`config.mk`:
```
export PLATFORM = sky130hd
export DESIGN_NAME = interpolation_ring
export DESIGN_NICKNAME = d
export VERILOG_FILES = /design/src/rtl/nird_interp_pkg.sv /design/src/rtl/interp_bilinear4.sv /design/src/rtl/interpolation_ring.sv
export SDC_FILE = /design/constraint.sdc
export NUM_CORES = 2
export LEC_CHECK = 0
export CORE_ASPECT_RATIO = 2
export CORE_MARGIN = 2
export CORE_UTILIZATION = 63
export DETAILED_ROUTE_END_ITERATION = 10
export PLACE_DENSITY = 0.91
export REMOVE_ABC_BUFFERS = 1
export SETUP_SLACK_MARGIN = 0.5
export SLEW_MARGIN = 40
export SYNTH_ARGS = -nofsm -noshare
export SYNTH_HDL_FRONTEND = slang
export SYNTH_HIERARCHICAL = 1
export SYNTH_SLANG_ARGS = --single-unit
```
`constraint.sdc`:
```
create_clock -name clk -period 15.94 [get_ports clk]
set_input_delay 1.594 -clock clk [delete_from_list [all_inputs] [get_ports clk]]
set_output_delay 1.594 -clock clk [all_outputs]
set_load 0.01 [all_outputs]
```
`src/rtl/nird_interp_pkg.sv`:
```
// Shared constants, weight table and radius helpers for the NIRD ring-sampling stage.
package nird_interp_pkg;

   // Fractional bits of the Q(DW).16 ring samples and of the Q0.16 weights.
   localparam int unsigned FRAC = 16;
   // Weights need one extra bit so that wA = 1.0 (65536) is representable.
   localparam int unsigned WW = FRAC + 1;
   localparam int unsigned RADIUS_W = 3;

   // Bilinear weights per radius 1..4; every row obeys wA + 2*wBC + wD = 65536.
   localparam logic [WW-1:0] W_A  [1:4] = '{17'd65536, 17'd22488, 17'd50599, 17'd1929};
   localparam logic [WW-1:0] W_BC [1:4] = '{17'd0,     17'd15902, 17'd6986,  17'd9315};
   localparam logic [WW-1:0] W_D  [1:4] = '{17'd0,     17'd11244, 17'd965,   17'd44977};

   // Radius 0 and anything above the configured maximum are not supported.
   function automatic logic radius_illegal(input logic [RADIUS_W-1:0] r,
                                           input int unsigned r_max);
      return (r == '0) || ({29'b0, r} > r_max);
   endfunction

   // Map a requested radius onto a table row; unsupported radii fall back to r_max.
   function automatic logic [RADIUS_W-1:0] clamp_radius(input logic [RADIUS_W-1:0] r,
                                                        input int unsigned r_max);
      return radius_illegal(r, r_max) ? RADIUS_W'(r_max) : r;
   endfunction

endpackage

```
`src/rtl/interp_bilinear4.sv`:
```
// One diagonal ring sample: A*wA + (B+C)*wBC + D*wD over three stall-able stages.
module interp_bilinear4
   import nird_interp_pkg::*;
#(
   parameter int unsigned DW = 8
) (
   input  logic                clk,
   input  logic                rst_n,
   input  logic                en_i,
   input  logic [4*DW-1:0]     corners_i,
   input  logic [WW-1:0]       w_a_i,
   input  logic [WW-1:0]       w_bc_i,
   input  logic [WW-1:0]       w_d_i,
   output logic [DW+FRAC-1:0]  y_o
);

   localparam int unsigned PW = DW + WW;

   logic [DW-1:0]        a, b, c, d;
   logic [DW:0]          bc;
   logic [PW-1:0]        p_a_d, p_bc_d, p_d_d;
   logic [PW-1:0]        p_a_q, p_bc_q, p_d_q;
   logic [PW-1:0]        s_abc_d, s_abc_q, s_d_q;
   logic [DW+FRAC-1:0]   y_d, y_q;

   // Multiply stage: corner sums and weighted products, zero-extended to product width.
   always_comb begin
      {d, c, b, a} = corners_i;
      bc     = {1'b0, b} + {1'b0, c};
      p_a_d  = {{WW{1'b0}}, a} * {{DW{1'b0}}, w_a_i};
      p_bc_d = {{(WW-1){1'b0}}, bc} * {{DW{1'b0}}, w_bc_i};
      p_d_d  = {{WW{1'b0}}, d} * {{DW{1'b0}}, w_d_i};
   end

   // Partial and final sums; the weight identity keeps the result within DW+16 bits.
   always_comb begin
      s_abc_d = p_a_q + p_bc_q;
      y_d     = (DW + FRAC)'(s_abc_q + s_d_q);
   end

   // Pipeline registers P2..P4, all held together while the ring is stalled.
   always_ff @(posedge clk or negedge rst_n) begin
      if (!rst_n) begin
         p_a_q   <= '0;
         p_bc_q  <= '0;
         p_d_q   <= '0;
         s_abc_q <= '0;
         s_d_q   <= '0;
         y_q     <= '0;
      end else if (en_i) begin
         p_a_q   <= p_a_d;
         p_bc_q  <= p_bc_d;
         p_d_q   <= p_d_d;
         s_abc_q <= s_abc_d;
         s_d_q   <= p_d_q;
         y_q     <= y_d;
      end
   end

   assign y_o = y_q;

endmodule

```
`src/rtl/interpolation_ring.sv`:
```
// Ring-sampling stage: 4 delay-matched axial taps and 4 bilinear diagonal taps, valid/ready.
module interpolation_ring
   import nird_interp_pkg::*;
#(
   parameter int unsigned DW    = 8,
   parameter int unsigned R_MAX = 4
) (
   input  logic                clk,
   input  logic                rst_n,
   input  logic                data_valid_i,
   output logic                ready_o,
   input  logic                finish_i,
   input  logic [2:0]          radius_i,
   input  logic [DW-1:0]       S_0_i,
   input  logic [DW-1:0]       S_90_i,
   input  logic [DW-1:0]       S_180_i,
   input  logic [DW-1:0]       S_270_i,
   input  logic [4*DW-1:0]     S_45_i,
   input  logic [4*DW-1:0]     S_135_i,
   input  logic [4*DW-1:0]     S_225_i,
   input  logic [4*DW-1:0]     S_315_i,
   output logic [DW+FRAC-1:0]  S1_o,
   output logic [DW+FRAC-1:0]  S2_o,
   output logic [DW+FRAC-1:0]  S3_o,
   output logic [DW+FRAC-1:0]  S4_o,
   output logic [DW+FRAC-1:0]  S5_o,
   output logic [DW+FRAC-1:0]  S6_o,
   output logic [DW+FRAC-1:0]  S7_o,
   output logic [DW+FRAC-1:0]  S8_o,
   output logic                data_valid_o,
   input  logic                ready_i,
   output logic                finish_o,
   output logic                cfg_err_o
);

   logic                        advance;
   logic [3:0]                  v_q;
   logic [3:0]                  fin_q;
   logic [RADIUS_W-1:0]         rad_q;
   // Axial delay line, [stage][lane] with lanes 0/90/180/270 deg.
   logic [3:0][3:0][DW-1:0]     ax_q;
   // P1 corner registers, lanes 45/135/225/315 deg.
   logic [3:0][4*DW-1:0]        dg_q;
   logic [RADIUS_W-1:0]         w_idx;
   logic [WW-1:0]               w_a, w_bc, w_d;
   logic [3:0][DW+FRAC-1:0]     diag_y;
   logic                        cfg_err_q;

   // One global enable: the whole ring moves unless a delivered beat is being refused.
   assign advance = !data_valid_o || ready_i;
   assign ready_o = advance;

   // Weight lookup from the radius latched in P1; unsupported radii use the R_MAX row.
   always_comb begin
      w_idx = clamp_radius(rad_q, R_MAX);
      w_a   = W_A[4];
      w_bc  = W_BC[4];
      w_d   = W_D[4];
      case (w_idx)
         3'd1: begin w_a = W_A[1]; w_bc = W_BC[1]; w_d = W_D[1]; end
         3'd2: begin w_a = W_A[2]; w_bc = W_BC[2]; w_d = W_D[2]; end
         3'd3: begin w_a = W_A[3]; w_bc = W_BC[3]; w_d = W_D[3]; end
         default: ;
      endcase
   end

   // P1 payload, valid/finish pipeline and axial delay line; bubbles may be overwritten.
   always_ff @(posedge clk or negedge rst_n) begin
      if (!rst_n) begin
         v_q   <= '0;
         fin_q <= '0;
         rad_q <= '0;
         ax_q  <= '0;
         dg_q  <= '0;
      end else if (advance) begin
         v_q     <= {v_q[2:0], data_valid_i};
         fin_q   <= {fin_q[2:0], finish_i};
         rad_q   <= radius_i;
         ax_q[0] <= {S_270_i, S_180_i, S_90_i, S_0_i};
         ax_q[1] <= ax_q[0];
         ax_q[2] <= ax_q[1];
         ax_q[3] <= ax_q[2];
         dg_q    <= {S_315_i, S_225_i, S_135_i, S_45_i};
      end
   end

   // Sticky configuration error, set by any accepted beat with an unsupported radius.
   always_ff @(posedge clk or negedge rst_n) begin
      if (!rst_n) begin
         cfg_err_q <= 1'b0;
      end else if (data_valid_i && advance && radius_illegal(radius_i, R_MAX)) begin
         cfg_err_q <= 1'b1;
      end
   end

   for (genvar g = 0; g < 4; g++) begin : g_diag
      interp_bilinear4 #(
         .DW (DW)
      ) u_diag (
         .clk       (clk),
         .rst_n     (rst_n),
         .en_i      (advance),
         .corners_i (dg_q[g]),
         .w_a_i     (w_a),
         .w_bc_i    (w_bc),
         .w_d_i     (w_d),
         .y_o       (diag_y[g])
      );
   end

   assign S1_o = {ax_q[3][0], {FRAC{1'b0}}};
   assign S2_o = diag_y[0];
   assign S3_o = {ax_q[3][1], {FRAC{1'b0}}};
   assign S4_o = diag_y[1];
   assign S5_o = {ax_q[3][2], {FRAC{1'b0}}};
   assign S6_o = diag_y[2];
   assign S7_o = {ax_q[3][3], {FRAC{1'b0}}};
   assign S8_o = diag_y[3];

   assign data_valid_o = v_q[3];
   assign finish_o     = v_q[3] && fin_q[3];
   assign cfg_err_o    = cfg_err_q;

endmodule

```
==> impl_results.md <==
* Worst Setup Start Kind: flip-flop
* Clock Sinks at approximately 840
* Buffers added on ports at 299
* Mapped cell area at 92000 µm²
* Total gr overflow at 0
* # resized after CTS at 0
* Crit path top cell by count: fa_1
* Number of cells on the critical path at 21
* Most used DFF post-synth: dfrtp_1
* Maxcap violations at 0
* Critical path type: reg -> reg
* First-pass GRT wire length at 379 mm
* Core area at 145000 µm²
* Chip height at roughly 540 µm
* Slowest CP cell: and2_4
* Largest net degree at the start of global routing at 173
* Die ar. at 149000 µm²
* Critical path cell sequence: or2_2, ha_1, nor2b_1, and2_4, and2_4, buf_12, and2_1, fa_1, fa_1, fa_1, inv_1, fa_1, inv_1, ha_1, and4_1, o2111ai_1, a2111oi_1, or3_1, a21oi_1, xnor2_1, mux2_2
* Status: completed
* Worst Max-Slew Pin Slew at 926 ps
* Die X at 274 µm
* Via count at slightly above 70k
* Clock root buffer: clkbuf_16
* Worst skew pair latency at 740 ps
* Synth unique cells at 107
* Seq cells post-synth at roughly 840
* Synth Instances at 9802
* Crit path buffers/inverters at 3
* Cts hold-fix bufs at 0
* R2R Setup Slk at 7280 ps
* Hpwl dp at around 170 mm
* Crit path max-delay family: simple AND/OR/NAND/NOR gates
* Initial DRT Pass Iterations at 8
* Layout cell share with drive strength beyond 1 at 6.89%
* Setup_tns at 0 ps
* Sequential element share of the synthesized area at ~23%
* Initial Util at 63.4%
* Initial DRC count at 4346
* Setup Fix Bufs, Post-CTS at 0
* DRC violations left at 0
* Ys Warns at 6
* CTS tree: yes
* Final Max Slew Viols at 0
* Average wire per standard cell at 18.8 µm
* RSZ-0062 raised after global routing: no
* Number of cell rows at around 200
* Reg-to-Reg End: g_diag[0].u_diag/p_bc_q[21]
* Crit. Startpoint: rad_q[0]
* Clock Path Buffers at 3
* Final min period at 8660 ps
* Final #Nets at 12.2k
* Arrival time worst endpoint at 9260 ps
* Antenna Violating Nets Remaining at 0
* Slew headroom at a little under two fifths
* Util after Layout at 69.3%
* Tcrit/Tclk final at between 50 and 60%
* Antenna violations before repair at 2
* Syn Area/Cell at 9.39 µm²
* Setup violators final at 0
* CP max stage delay at 780 ps
* CP endpoint kind: flip-flop
* Hold Crit Class: reg -> reg
* EDFF count, synth at 0
* H-Tree Depth at 3
* Worst reg2reg path startpoint: rad_q[0]
* Fmax at 0.115 GHz
* Vias in the first global route at 79.0k
* Worst-case clock skew at 30.9 ps
* CP required at 16530 ps
* Dpl ws at ~7400 ps
* End of the critical path: g_diag[0].u_diag/p_bc_q[21]
* Clk slew on worst S/H paths at around 90 ps
* Worst R2R Path Depth at 21
* Number of buffers created by CTS at 84
* Routed wire length at between 200 and 250 mm
* Final Hold Viols at 0
* Gr usage total at 31.5%
* RD Place Congestion at between 0.9 and 1
* Area grow syn2layout at 9.30%
* Async set or reset register ratio after synthesis at 100%
* Via/cell ratio at between 5 and 6
* Final WS setup at 7280 ps
* CP max FO at 142
* # IOs at ~360
## worst min-delay path by stage
stage / start / endpoint / slack (ps) / depth (start not counted)
2_1_floorplan: v_q[2] / v_q[2] / 430 / 2
3_3_place_gp: v_q[2] / v_q[2] / 450 / 2
3_5_place_dp: ax_q[32] / ax_q[32] / 460 / 2
4_1_cts: v_q[2] / v_q[2] / 470 / 2
5_1_grt: ax_q[32] / ax_q[64] / 470 / 2
6_report: ax_q[24] / ax_q[24] / 470 / 2
## cell type report
type	count	area (µm²)
multi-input cells	7591	65400
fillers	10300	44600
flip-flops and latches	844	21100
inverters	1307	4920
repair buffers	360	3670
well taps	1900	2380
clock buffers	98	2260
clock inverters	58	855
diodes	2	5.00
## cell usage after synthesis (all sizes together) (36+ instances only)
cell type	number	area (µm²)
nor2	219	822
dfrtp	844	21100
xnor2	299	2620
nor3	80	410
ha	717	8970
clkbuf	218	818
o21ai	269	1360
a211oi	75	573
a31oi	40	263
nand2b	118	746
a21o	135	1010
fa	1144	22900
nand2	1848	6940
or3	38	238
buf	170	1180
xor2	77	674
a21oi	299	1510
and3	36	226
mux2	397	4470
o31ai	49	392
and2	820	5130
nor2b	70	445
nand3	69	345
inv	1306	4900
o21a	81	608
## layer usage
metal  global-route usage, %  up-vias  share of wire [%]
met4                    21.5        0                7.1
li1                        -    31700                  -
met3                    4.68     1027                5.5
met1                    32.9    35400                 34
met5                       0        -                  0
met2                    57.8     2781                 53
## registers in the layout, summed over array words and instances, names as in the netlist, 4 cells and up
register,flops
g_diag.u_diag/y_o,96
fin_q,4
g_diag.u_diag/p_a_q,96
S1_o,8
ax_q,96
S7_o,8
g_diag.u_diag/s_abc_q,96
S3_o,8
v_q,4
g_diag.u_diag/s_d_q,96
dg_q,128
S5_o,8
g_diag.u_diag/p_bc_q,96
g_diag.u_diag/p_d_q,96
## stage by stage
stage / hold slack [ps] / instances / instance area, µm²
2_1_floorplan: 430 / 9742 / 91300
3_3_place_gp: 446 / 12000 / 97300
3_5_place_dp: 455 / 12000 / 97400
4_1_cts: 466 / 12200 / 100000
5_1_grt: 474 / 12200 / 101000
6_report: 465 / 12200 / 101000
## cells by family after synthesis
| group | share of synthesized area [%] |
|---|---|
| AO/OA/AOI/OAI | 8.91 |
| XOR/XNOR | 3.60 |
| AND/OR/NAND/NOR | 17.5 |
| buffers and inverters | 7.51 |
| flip-flops | 22.9 |
| other | 0.00407 |
| adder cells (fa/ha/maj) | 34.6 |
| multiplexers | 4.93 |
## layout by cell type, fill, tap and decap left out, types with 14 or more instances in the layout
cell	count
dfrtp_1	844
a211o_1	23
clkinvlp_4	14
nand4_1	16
bufinv_16	15
nand3b_1	16
buf_4	35
and2_1	817
buf_6	15
o31ai_1	46
o21a_1	81
xnor2_1	294
nor2b_1	69
a21oi_1	295
nor2_1	218
fa_1	1144
o21ai_1	27
a31oi_1	37
conb_1	329
mux2_2	397
o311ai_0	14
nand3_1	69
a211oi_1	73
xor2_1	77
nand2b_1	117
o21bai_1	28
clkdlybuf4s50_1	298
or3_1	38
clkbuf_16	86
o2111ai_1	14
a21o_1	134
ha_1	716
nand2_1	1846
o21ai_0	237
o211ai_1	31
nor3_1	78
inv_1	1302
and3_1	34
## worst min-delay path: cells and delay by family (launching register included)
kind / cells / cell delay, ps
and+or+nand+nor: 2 / 100
DFF: 1 / 340
Power is not shown: default switching activity piles up to over one toggle a cycle in this logic, so the estimate is an artifact.
